$ cat src/rtl/pcie_ingress_pkg.sv
// Shared TLP field ranges, command codes and ingress state encodings for pcie_ingress.
package pcie_ingress_pkg;

  localparam int TLP_TYPE_MSB  = 31;
  localparam int TLP_TYPE_LSB  = 24;
  localparam int TLP_FLAGS_MSB = 23;
  localparam int TLP_FLAGS_LSB = 10;
  localparam int TLP_LEN_MSB   = 9;
  localparam int TLP_LEN_LSB   = 0;
  localparam int TLP_FMT_4DW   = 29;
  localparam int TLP_FMT_DATA  = 30;

  localparam logic [7:0] MRD_32B = 8'h00;
  localparam logic [7:0] MWR_32B = 8'h40;
  localparam logic [7:0] MWR_64B = 8'h60;
  localparam logic [7:0] CPLD    = 8'h4A;

  typedef enum logic [2:0] {
    IDLE,
    READ_HDR,
    WAIT_FOR_FIFO,
    READ_DATA,
    DISCARD,
    FINISHED
  } ingress_state_e;

  function automatic logic isSupportedData(input logic [7:0] cmd);
    return (cmd == MWR_32B) || (cmd == MWR_64B) || (cmd == CPLD);
  endfunction

endpackage

$ cat src/rtl/pcie_tlp_hdr_decode.sv
// Combinational decode of TLP header dword0: header size, payload presence, length, type support.
module pcie_tlp_hdr_decode
  import pcie_ingress_pkg::*;
(
  input  logic [31:0] dword0_i,
  output logic [2:0]  hdrSize_o,
  output logic        hasData_o,
  output logic [10:0] dwordCnt_o,
  output logic        supported_o
);

  logic [9:0] lenField;
  logic       unusedFlags;

  assign lenField    = dword0_i[TLP_LEN_MSB:TLP_LEN_LSB];
  assign hdrSize_o   = dword0_i[TLP_FMT_4DW] ? 3'd4 : 3'd3;
  assign hasData_o   = dword0_i[TLP_FMT_DATA];
  // A zero length field encodes the maximum of 1024 dwords.
  assign dwordCnt_o  = (lenField == 10'd0) ? 11'd1024 : {1'b0, lenField};
  assign supported_o = isSupportedData(dword0_i[TLP_TYPE_MSB:TLP_TYPE_LSB]);
  assign unusedFlags = ^dword0_i[TLP_FLAGS_MSB:TLP_FLAGS_LSB];

endmodule

$ cat src/rtl/pcie_ingress.sv
// Host-to-device TLP receiver: parses the header and streams payload into the ping-pong FIFO.
// Optional macro PCIE_INGRESS_DISCARD_UNSUPPORTED_EN drains payload of unsupported data TLPs.
module pcie_ingress
  import pcie_ingress_pkg::*;
(
  input  logic        clk,
  input  logic        rst,
  input  logic        i_enable,
  output logic        o_pkt_valid,
  input  logic        i_pkt_ack,
  output logic [7:0]  o_command,
  output logic [13:0] o_flags,
  output logic [10:0] o_dword_cnt,
  output logic [31:0] o_hdr1,
  output logic [31:0] o_hdr2,
  output logic [31:0] o_address,
  output logic        o_error,
  input  logic [31:0] i_axi_ingress_data,
  input  logic [3:0]  i_axi_ingress_keep,
  input  logic        i_axi_ingress_last,
  input  logic        i_axi_ingress_valid,
  output logic        o_axi_ingress_ready,
  input  logic        i_fifo_rdy,
  output logic        o_fifo_act,
  input  logic [23:0] i_fifo_size,
  output logic [31:0] o_fifo_data,
  output logic        o_fifo_stb
);

  ingress_state_e state_q;
  logic [2:0]  hdrIdx_q;
  logic [2:0]  hdrSize_q;
  logic        hasData_q;
  logic        supported_q;
  logic [7:0]  command_q;
  logic [13:0] flags_q;
  logic [10:0] dwordCnt_q;
  logic [31:0] hdr1_q;
  logic [31:0] hdr2_q;
  logic [31:0] address_q;
  logic [10:0] dataCount_q;
  logic [23:0] fifoCount_q;
  logic        pktValid_q;
  logic        error_q;
  logic        fifoAct_q;
  logic        fifoStb_q;
  logic [31:0] fifoData_q;

  logic [2:0]  decSize;
  logic        decHasData;
  logic [10:0] decCnt;
  logic        decSupported;
  logic [10:0] dataCount_d;
  logic [23:0] fifoCount_d;
  logic        ready;
  logic        beat;
  logic        finalHdr;
  logic        dataDone;
  logic        fifoFull;
  logic        discardData;
  logic        unusedKeep;

  pcie_tlp_hdr_decode u_hdr_decode (
    .dword0_i    (i_axi_ingress_data),
    .hdrSize_o   (decSize),
    .hasData_o   (decHasData),
    .dwordCnt_o  (decCnt),
    .supported_o (decSupported)
  );

`ifdef PCIE_INGRESS_DISCARD_UNSUPPORTED_EN
  assign discardData = ~supported_q;
`else
  logic unusedSupported;
  assign discardData     = 1'b0;
  assign unusedSupported = supported_q;
`endif

  assign unusedKeep  = ^i_axi_ingress_keep;
  assign dataCount_d = dataCount_q + 11'd1;
  assign fifoCount_d = fifoCount_q + 24'd1;
  assign dataDone    = (dataCount_d == dwordCnt_q);
  assign fifoFull    = (fifoCount_d == i_fifo_size);
  // Header size is only known after dword0, and index 0 can never be the final beat.
  assign finalHdr    = (hdrIdx_q != 3'd0) && (hdrIdx_q == hdrSize_q - 3'd1);
  assign beat        = i_axi_ingress_valid && ready;

  always_comb begin
    ready = 1'b0;
    case (state_q)
      READ_HDR:  ready = 1'b1;
      READ_DATA: ready = (fifoCount_q < i_fifo_size);
      DISCARD:   ready = 1'b1;
      default:   ready = 1'b0;
    endcase
  end

  always_ff @(posedge clk) begin
    if (rst) begin
      state_q     <= IDLE;
      hdrIdx_q    <= 3'd0;
      hdrSize_q   <= 3'd0;
      hasData_q   <= 1'b0;
      supported_q <= 1'b0;
      command_q   <= 8'd0;
      flags_q     <= 14'd0;
      dwordCnt_q  <= 11'd0;
      hdr1_q      <= 32'd0;
      hdr2_q      <= 32'd0;
      address_q   <= 32'd0;
      dataCount_q <= 11'd0;
      fifoCount_q <= 24'd0;
      pktValid_q  <= 1'b0;
      error_q     <= 1'b0;
      fifoAct_q   <= 1'b0;
      fifoStb_q   <= 1'b0;
      fifoData_q  <= 32'd0;
    end else begin
      fifoStb_q <= 1'b0;
      case (state_q)
        IDLE: begin
          hdrIdx_q    <= 3'd0;
          dataCount_q <= 11'd0;
          fifoCount_q <= 24'd0;
          if (i_enable) state_q <= READ_HDR;
        end
        READ_HDR: begin
          if (beat) begin
            hdrIdx_q <= hdrIdx_q + 3'd1;
            case (hdrIdx_q)
              3'd0: begin
                command_q   <= i_axi_ingress_data[TLP_TYPE_MSB:TLP_TYPE_LSB];
                flags_q     <= i_axi_ingress_data[TLP_FLAGS_MSB:TLP_FLAGS_LSB];
                dwordCnt_q  <= decCnt;
                hdrSize_q   <= decSize;
                hasData_q   <= decHasData;
                supported_q <= decSupported;
              end
              3'd1: hdr1_q <= i_axi_ingress_data;
              3'd2: begin
                hdr2_q    <= i_axi_ingress_data;
                address_q <= i_axi_ingress_data;
              end
              default: address_q <= i_axi_ingress_data;
            endcase
            if (finalHdr) begin
              if (!hasData_q) begin
                if (i_axi_ingress_last) begin
                  state_q    <= FINISHED;
                  pktValid_q <= 1'b1;
                end else begin
                  error_q <= 1'b1;
                  state_q <= DISCARD;
                end
              end else if (i_axi_ingress_last) begin
                error_q    <= 1'b1;
                state_q    <= FINISHED;
                pktValid_q <= 1'b1;
              end else if (discardData) begin
                state_q <= DISCARD;
              end else begin
                state_q <= WAIT_FOR_FIFO;
              end
            end else if (i_axi_ingress_last) begin
              error_q    <= 1'b1;
              state_q    <= FINISHED;
              pktValid_q <= 1'b1;
            end
          end
        end
        WAIT_FOR_FIFO: begin
          if (i_fifo_rdy && !fifoAct_q) begin
            fifoAct_q   <= 1'b1;
            fifoCount_q <= 24'd0;
            state_q     <= READ_DATA;
          end
        end
        READ_DATA: begin
          if (beat) begin
            fifoData_q  <= i_axi_ingress_data;
            fifoStb_q   <= 1'b1;
            dataCount_q <= dataCount_d;
            fifoCount_q <= fifoCount_d;
            // Completion takes priority, then an early last, then a full FIFO half.
            if (dataDone) begin
              fifoAct_q <= 1'b0;
              if (i_axi_ingress_last) begin
                state_q    <= FINISHED;
                pktValid_q <= 1'b1;
              end else begin
                error_q <= 1'b1;
                state_q <= DISCARD;
              end
            end else if (i_axi_ingress_last) begin
              error_q    <= 1'b1;
              fifoAct_q  <= 1'b0;
              state_q    <= FINISHED;
              pktValid_q <= 1'b1;
            end else if (fifoFull) begin
              fifoAct_q <= 1'b0;
              state_q   <= WAIT_FOR_FIFO;
            end
          end
        end
        DISCARD: begin
          if (beat && i_axi_ingress_last) begin
            state_q    <= FINISHED;
            pktValid_q <= 1'b1;
          end
        end
        FINISHED: begin
          if (i_pkt_ack) begin
            pktValid_q <= 1'b0;
            error_q    <= 1'b0;
            state_q    <= IDLE;
          end
        end
        default: state_q <= IDLE;
      endcase
    end
  end

  assign o_axi_ingress_ready = ready;
  assign o_pkt_valid         = pktValid_q;
  assign o_command           = command_q;
  assign o_flags             = flags_q;
  assign o_dword_cnt         = dwordCnt_q;
  assign o_hdr1              = hdr1_q;
  assign o_hdr2              = hdr2_q;
  assign o_address           = address_q;
  assign o_error             = error_q;
  assign o_fifo_act          = fifoAct_q;
  assign o_fifo_data         = fifoData_q;
  assign o_fifo_stb          = fifoStb_q;

endmodule

$ cat config.mk
export PLATFORM = sky130hd
export DESIGN_NAME = pcie_ingress
export DESIGN_NICKNAME = d
export VERILOG_FILES = /design/src/rtl/pcie_ingress_pkg.sv /design/src/rtl/pcie_tlp_hdr_decode.sv /design/src/rtl/pcie_ingress.sv
export SDC_FILE = /design/constraint.sdc
export NUM_CORES = 1
export LEC_CHECK = 0
export ABC_AREA = 1
export CORE_ASPECT_RATIO = 0.5
export CORE_MARGIN = 2
export CORE_UTILIZATION = 30
export CTS_CLUSTER_DIAMETER = 150
export CTS_CLUSTER_SIZE = 28
export DETAILED_ROUTE_END_ITERATION = 6
export GPL_TIMING_DRIVEN = 0
export PLACE_DENSITY_LB_ADDON = 0.12
export SYNTH_ARGS = -nofsm -noshare
export SYNTH_HDL_FRONTEND = slang
export SYNTH_SLANG_ARGS = --single-unit
$ cat constraint.sdc
create_clock -name clk -period 3.5 [get_ports clk]
set_input_delay 1.05 -clock clk [delete_from_list [all_inputs] [get_ports clk]]
set_output_delay 1.05 -clock clk [all_outputs]
set_load 0.02 [all_outputs]
==> results of run 1 <==
## kinds of logic after synthesis
logic type / share of synthesized area (%)
xor+xnor: 0.795
buf+inv: 7.99
flops: 41.8
compound gates: 15.2
fa+ha+maj: 3.79
simple gates: 30.4
## synth_stat cells, types with 9 or more instances
cell and number:
nor2_1 302, nand2_1 284, dfxtp_1 207, o21ai_0 166, inv_1 114, a21oi_1 96
nand3_1 74, ha_1 30, clkbuf_1 28, buf_2 10, buf_6 9, clkbuf_2 9
nor2_2 9
## stage by stage
| stage | worst slack [ns] | TNS (ns) |
|---|---|---|
| 2_1_floorplan | 0.394 | 0 |
| 3_3_place_gp | -0.892 | -33.17 |
| 3_5_place_dp | -0.892 | -35.94 |
| 4_1_cts | 0.000834 | 0 |
| 5_1_grt | 0.00184 | 0 |
| 6_report | 0.0746 | 0 |
## power groups by stage
| stage | combinational [W] | clock [W] | sequential (W) |
|---|---|---|---|
| floorplan | 0.00104 | 0 | 0.00279 |
| global placement | 0.00171 | 0 | 0.00275 |
| detailed placement | 0.00173 | 0 | 0.00275 |
| CTS | 0.00180 | 0.00150 | 0.00271 |
| global route | 0.00203 | 0.00159 | 0.00274 |
| finish | 0.00181 | 0.00145 | 0.00272 |
## registers in the layout, indices dropped and copies added, names as in the netlist, 3 cells and up
signal,cells
dataCount_q,11
o_flags,14
o_dword_cnt,11
o_command,8
fifoCount_q,24
o_fifo_data,32
o_address,32
o_hdr1,32
hdrIdx_q,3
o_hdr2,32
state_q,3
## what timing repair did
action | in CTS | in global routing
setup endpoints to repair | 1 | 1
resized for setup | 76 | 29
buffers inserted | 3 | 0
pin swaps | 23 | 12
gates cloned | 0 | 0
## worst max-delay path: stages
cell and delay, ns:
clkdlybuf4s15_2 0.19, inv_2 0.04, ha_1 0.28, nand2_1 0.07
inv_1 0.04, o21bai_1 0.18, a21oi_2 0.11, nor2_4 0.13
nand3_4 0.10, nand2_4 0.07, buf_6 0.12
## metal layers
metal | up-vias | global-route usage [%]
met1 | 4680 | 24.9
met4 | 0 | 4.58
li1 | 5101 | -
met3 | 40 | 3.51
met2 | 184 | 35.4
met5 | - | 0
## final cells by class
cell class	instances	area [sq um]
fill	3429	19600
multi-input combinational	1043	5180
sequential	207	4140
timing repair buffer	230	2240
tap	441	552
inverter	122	460
buffer	60	332
clock buffer	11	275
clock inverter	1	20.0
antenna	1	2.50
## final timing paths
path,start,endpoint,slack (ns),cells past startpoint
min,o_fifo_data[4],o_fifo_data[4],0.47,2
max,i_fifo_size[17],o_axi_ingress_ready,0.07,11
max reg2reg,fifoCount_q[13],fifoCount_q[17],0.71,14
min reg2reg,o_fifo_data[4],o_fifo_data[4],0.47,2
==> impl_metrics.env, run 1 <==
export IMPL_status="completed"
export IMPL_routed_top_layer="met4"
export IMPL_synth_warnings=0
export IMPL_wl_met2_um=17200
export IMPL_critPathRequiredTime_ns=2.45
export IMPL_fin_crit_ns=3.43
export IMPL_drc=0
export IMPL_stdcell_count=2116
export IMPL_setup_viol=0
export IMPL_powerDensity_nw_per_um2=452
export IMPL_coreArea_sq_um=32800
export IMPL_intPower_w=0.00378
export IMPL_portBuffers=227
export IMPL_rows=47
export IMPL_dp_cells=2100
export IMPL_wl_met1_um=15600
export IMPL_avgRoutedWirePerCell_um=16.5
export IMPL_ir_worst_vdd_uv=275
export IMPL_die_width_um=261
export IMPL_synth_yosys_seq_area_share_pct=41.8
export IMPL_grt_pass1_wl_um=53900
export IMPL_min_period_over_period_pct=97.9
export IMPL_arrival_ns=2.38
export IMPL_cp_max_fo=2
export IMPL_pwr_share_seq_pct=45.5
export IMPL_grt_usage_pct=19.9
export IMPL_path_clk_slew_ns=0.10
export IMPL_hold_buffers=0
export IMPL_final_cell_mix="nor2_1, nand2_1, dfxtp_1"
export IMPL_place_congestion=0.852
export IMPL_cts_max_path_buffers=3
export IMPL_rsz0062_at_grt="false"
export IMPL_netSwitchingPower_w=0.00219
export IMPL_grt_max_degree=29
export IMPL_drt_iter0_markers=562
export IMPL_combPwrFrac_pct=30.2
export IMPL_hp_class="reg2reg"
export IMPL_synth_edf_count=0
export IMPL_wl_met3_um=1360
export IMPL_ys_seq_elements=207
export IMPL_final_common_cell="nor2_1"
export IMPL_syn_nets=1529
export IMPL_yosys_top_cells_area="dfxtp_1, nor2_1, nand2_1"
export IMPL_pwr_share_clk_pct=24.3
export IMPL_drv_cap=0
export IMPL_area_growth_pct=33.2
export IMPL_clk_latency_ns=0.51
export IMPL_vias_per_cell=4.73
export IMPL_ios=233
export IMPL_path_class="in2out"
export IMPL_initial_utilization_pct=30.2
export IMPL_cts_tree="done"
export IMPL_ys_flop_type="dfxtp_1"
export IMPL_cp_start_kind="input pin"
export IMPL_synth_area_sq_um=9920
export IMPL_grt_pass1_vias=9819
export IMPL_cts_root_buf="clkbuf_16"
export IMPL_timing_fmax_mhz=292
export IMPL_synth_cells=1432
export IMPL_grt_overflow=0
export IMPL_fp_dieArea_sq_um=34600
export IMPL_total_power_w=0.00597
export IMPL_ant_nets=0
export IMPL_clock_skew_ns=0.0471
export IMPL_worst_setup_path_end_kind="output pin"
export IMPL_routed_wl_um=35000
export IMPL_cts_htree_levels=1
export IMPL_antenna_found_initial=1
export IMPL_p_leak_nw=5.10
export IMPL_nets=1772
export IMPL_firstDrtPassIters=6
export IMPL_synth_cell_types=46
export IMPL_slew_headroom_pct=43.5
export IMPL_die_h_um=133
export IMPL_drive_above_1_share_pct=8.72
export IMPL_dpl_cell_area_sq_um=12700
export IMPL_hold_viol=0
export IMPL_clkSinkCount=207
export IMPL_avgSynthCellArea_sq_um=6.93
export IMPL_dr_total_vias=10000
export IMPL_cts_made_buffers=11
export IMPL_tightestPinTransition_ns=0.848
export IMPL_p_sw_share_pct=36.7
export IMPL_slew_viol_final=0
export IMPL_holdWs_ns=0.473
export IMPL_async_flop_share_pct=0
export IMPL_final_area_sq_um=13200
export IMPL_final_util_pct=40.2
export IMPL_dpl_hpwl_um=26900
export IMPL_synth_top_area_cell="dfxtp_1"
export IMPL_synth_top_cell_area_share_pct=41.8
Note: power is estimated with default switching activity, not from simulation.
==> inputs of run 2 (changes only) <==
Clock period 3.5 ns to 3.6 ns, I/O delays scaled along.
==> run 2 against run 1 <==
Against the previous run:
- core utilization about the same
- setup slack got worse by 0.024 ns
- clock skew about the same
- die area unchanged
- count of clock-buffer cells in the layout unchanged
- design area about the same
- first-iteration DRC count decreased by 0.89%
- sequential power decreased by 3%
- critical path type unchanged
- critical endpoint unchanged
- largest power group unchanged
==> impl_metrics.env, run 2 (synthesis results as in run 1) <==
export IMPL_status="completed"
export IMPL_intPower_w=0.00367
export IMPL_worst_setup_path_end_kind="output pin"
export IMPL_combPwrFrac_pct=30.1
export IMPL_cts_htree_levels=1
export IMPL_critPathRequiredTime_ns=2.52
export IMPL_cts_tree="done"
export IMPL_cp_max_fo=3
export IMPL_pwr_share_clk_pct=24.3
export IMPL_coreArea_sq_um=32800
export IMPL_place_ws_ns=-0.852
export IMPL_rows=47
export IMPL_clk_latency_ns=0.51
export IMPL_p_leak_nw=5.10
export IMPL_die_width_um=261
export IMPL_setup_viol=0
export IMPL_n_fill_cell=3438
export IMPL_avgRoutedWirePerCell_um=16.6
export IMPL_dr_total_vias=9983
export IMPL_grt_usage_pct=19.9
export IMPL_total_power_w=0.00580
export IMPL_final_common_cell="nor2_1"
export IMPL_die_h_um=133
export IMPL_grt_pass1_vias=9824
export IMPL_drc=0
export IMPL_hold_buffers=0
export IMPL_portBuffers=227
export IMPL_pwr_share_seq_pct=45.6
export IMPL_tns_ns=0
export IMPL_arrival_ns=2.47
export IMPL_nets=1772
export IMPL_cts_made_buffers=11
export IMPL_final_area_sq_um=13200
export IMPL_place_congestion=0.852
export IMPL_layout_setup_ws_ns=0.0510
export IMPL_dpl_cell_area_sq_um=12700
export IMPL_antenna_found_initial=1
export IMPL_netSwitchingPower_w=0.00213
export IMPL_slew_headroom_pct=43.5
export IMPL_hp_class="reg2reg"
export IMPL_cp_start_kind="input pin"
export IMPL_grt_max_degree=29
export IMPL_area_growth_pct=33.1
export IMPL_fin_crit_ns=3.55
export IMPL_path_class="in2out"
export IMPL_cts_root_buf="clkbuf_16"
export IMPL_ir_worst_vdd_uv=268
export IMPL_min_period_over_period_pct=98.6
export IMPL_clock_skew_ns=0.0474
export IMPL_powerDensity_nw_per_um2=439
export IMPL_tightestPinTransition_ns=0.848
export IMPL_initial_utilization_pct=30.2
export IMPL_hold_viol=0
export IMPL_clkSinkCount=207
export IMPL_fp_dieArea_sq_um=34600
export IMPL_drive_above_1_share_pct=8.00
export IMPL_vias_per_cell=4.72
export IMPL_final_cell_mix="nor2_1, nand2_1, dfxtp_1"
export IMPL_timing_fmax_mhz=282
export IMPL_routed_wl_um=35100
export IMPL_grt_pass1_wl_um=53900
export IMPL_grt_overflow=0
export IMPL_path_clk_slew_ns=0.11
export IMPL_slew_viol_final=0
export IMPL_firstDrtPassIters=5
export IMPL_cts_max_path_buffers=3
export IMPL_p_sw_share_pct=36.7
export IMPL_drv_cap=0
export IMPL_ant_nets=0
export IMPL_dpl_hpwl_um=26900
export IMPL_drt_iter0_markers=557
export IMPL_ios=233
run 2: cell types whose count changed in the layout (fill, tap and decap cells not counted), moves of 2 or more:
cell	previous run	this run
a21oi_2	5	2
buf_2	12	10
inv_2	22	20
a21oi_1	91	94
clkdlybuf4s15_1	0	4
inv_1	98	100
run 2: metrics by stage:
| stage | hold slack, ns | std cells | util, % |
|---|---|---|---|
| 5_1_grt | 0.499 | 2116 | 40.2 |
| 3_5_place_dp | 0.461 | 2100 | 38.8 |
| 3_3_place_gp | 0.453 | 2100 | 38.8 |
| 2_1_floorplan | 0.459 | 1432 | - |
| 4_1_cts | 0.477 | 2115 | 40.1 |
| 6_report | 0.473 | 2116 | 40.2 |
run 2: path summary, 6_finish.rpt:
| check | from | endpoint | slack (ns) | cells after the start |
|---|---|---|---|---|
| max reg2reg | fifoCount_q[13] | fifoCount_q[17] | 0.79 | 14 |
| min | o_fifo_data[4] | o_fifo_data[4] | 0.47 | 2 |
| max | i_fifo_size[22] | o_axi_ingress_ready | 0.05 | 11 |
| min reg2reg | o_fifo_data[4] | o_fifo_data[4] | 0.47 | 2 |
run 2: layout make-up:
type                            count  area (sq um)  share of cell area (%)
Clock buffer                       11           275                    2.08
Sequential cell                   207          4140                    31.4
Multi-Input combinational cell   1043          5160                    39.1
Inverter                          122           460                    3.49
Antenna cell                        1          2.50                  0.0190
Timing Repair Buffer              230          2250                    17.1
Tap cell                          441           552                    4.18
Buffer                             60           332                    2.51
Clock inverter                      1          20.0                   0.152
run 2: critical path, stage by stage:
cell	delay (ns)
clkdlybuf4s15_1	0.24
inv_1	0.08
ha_1	0.28
nand2_1	0.07
inv_2	0.07
nand4_1	0.13
nor2_1	0.16
nand2_2	0.09
nand3_4	0.08
nand2_4	0.06
buf_6	0.13
run 2: power by group through the flow:
stage	logic, W	clock network (W)	registers (W)
2_1_floorplan	0.00102	0	0.00271
3_3_place_gp	0.00166	0	0.00267
3_5_place_dp	0.00169	0	0.00267
4_1_cts	0.00174	0.00146	0.00263
5_1_grt	0.00197	0.00154	0.00267
6_report	0.00175	0.00141	0.00264
run 2: per-layer routing:
metal	share of wire, %	GRT usage (%)
met5	0	0
met3	4.1	3.51
met1	44	24.9
met4	2.3	4.58
met2	49	35.3
run 2: what timing repair did:
item,CTS,global route
pin swaps,21,9
endpoints found under the hold margin,0,0
endpoints found under the setup margin,1,1
gates resized for setup,62,28
setup buffers,3,0
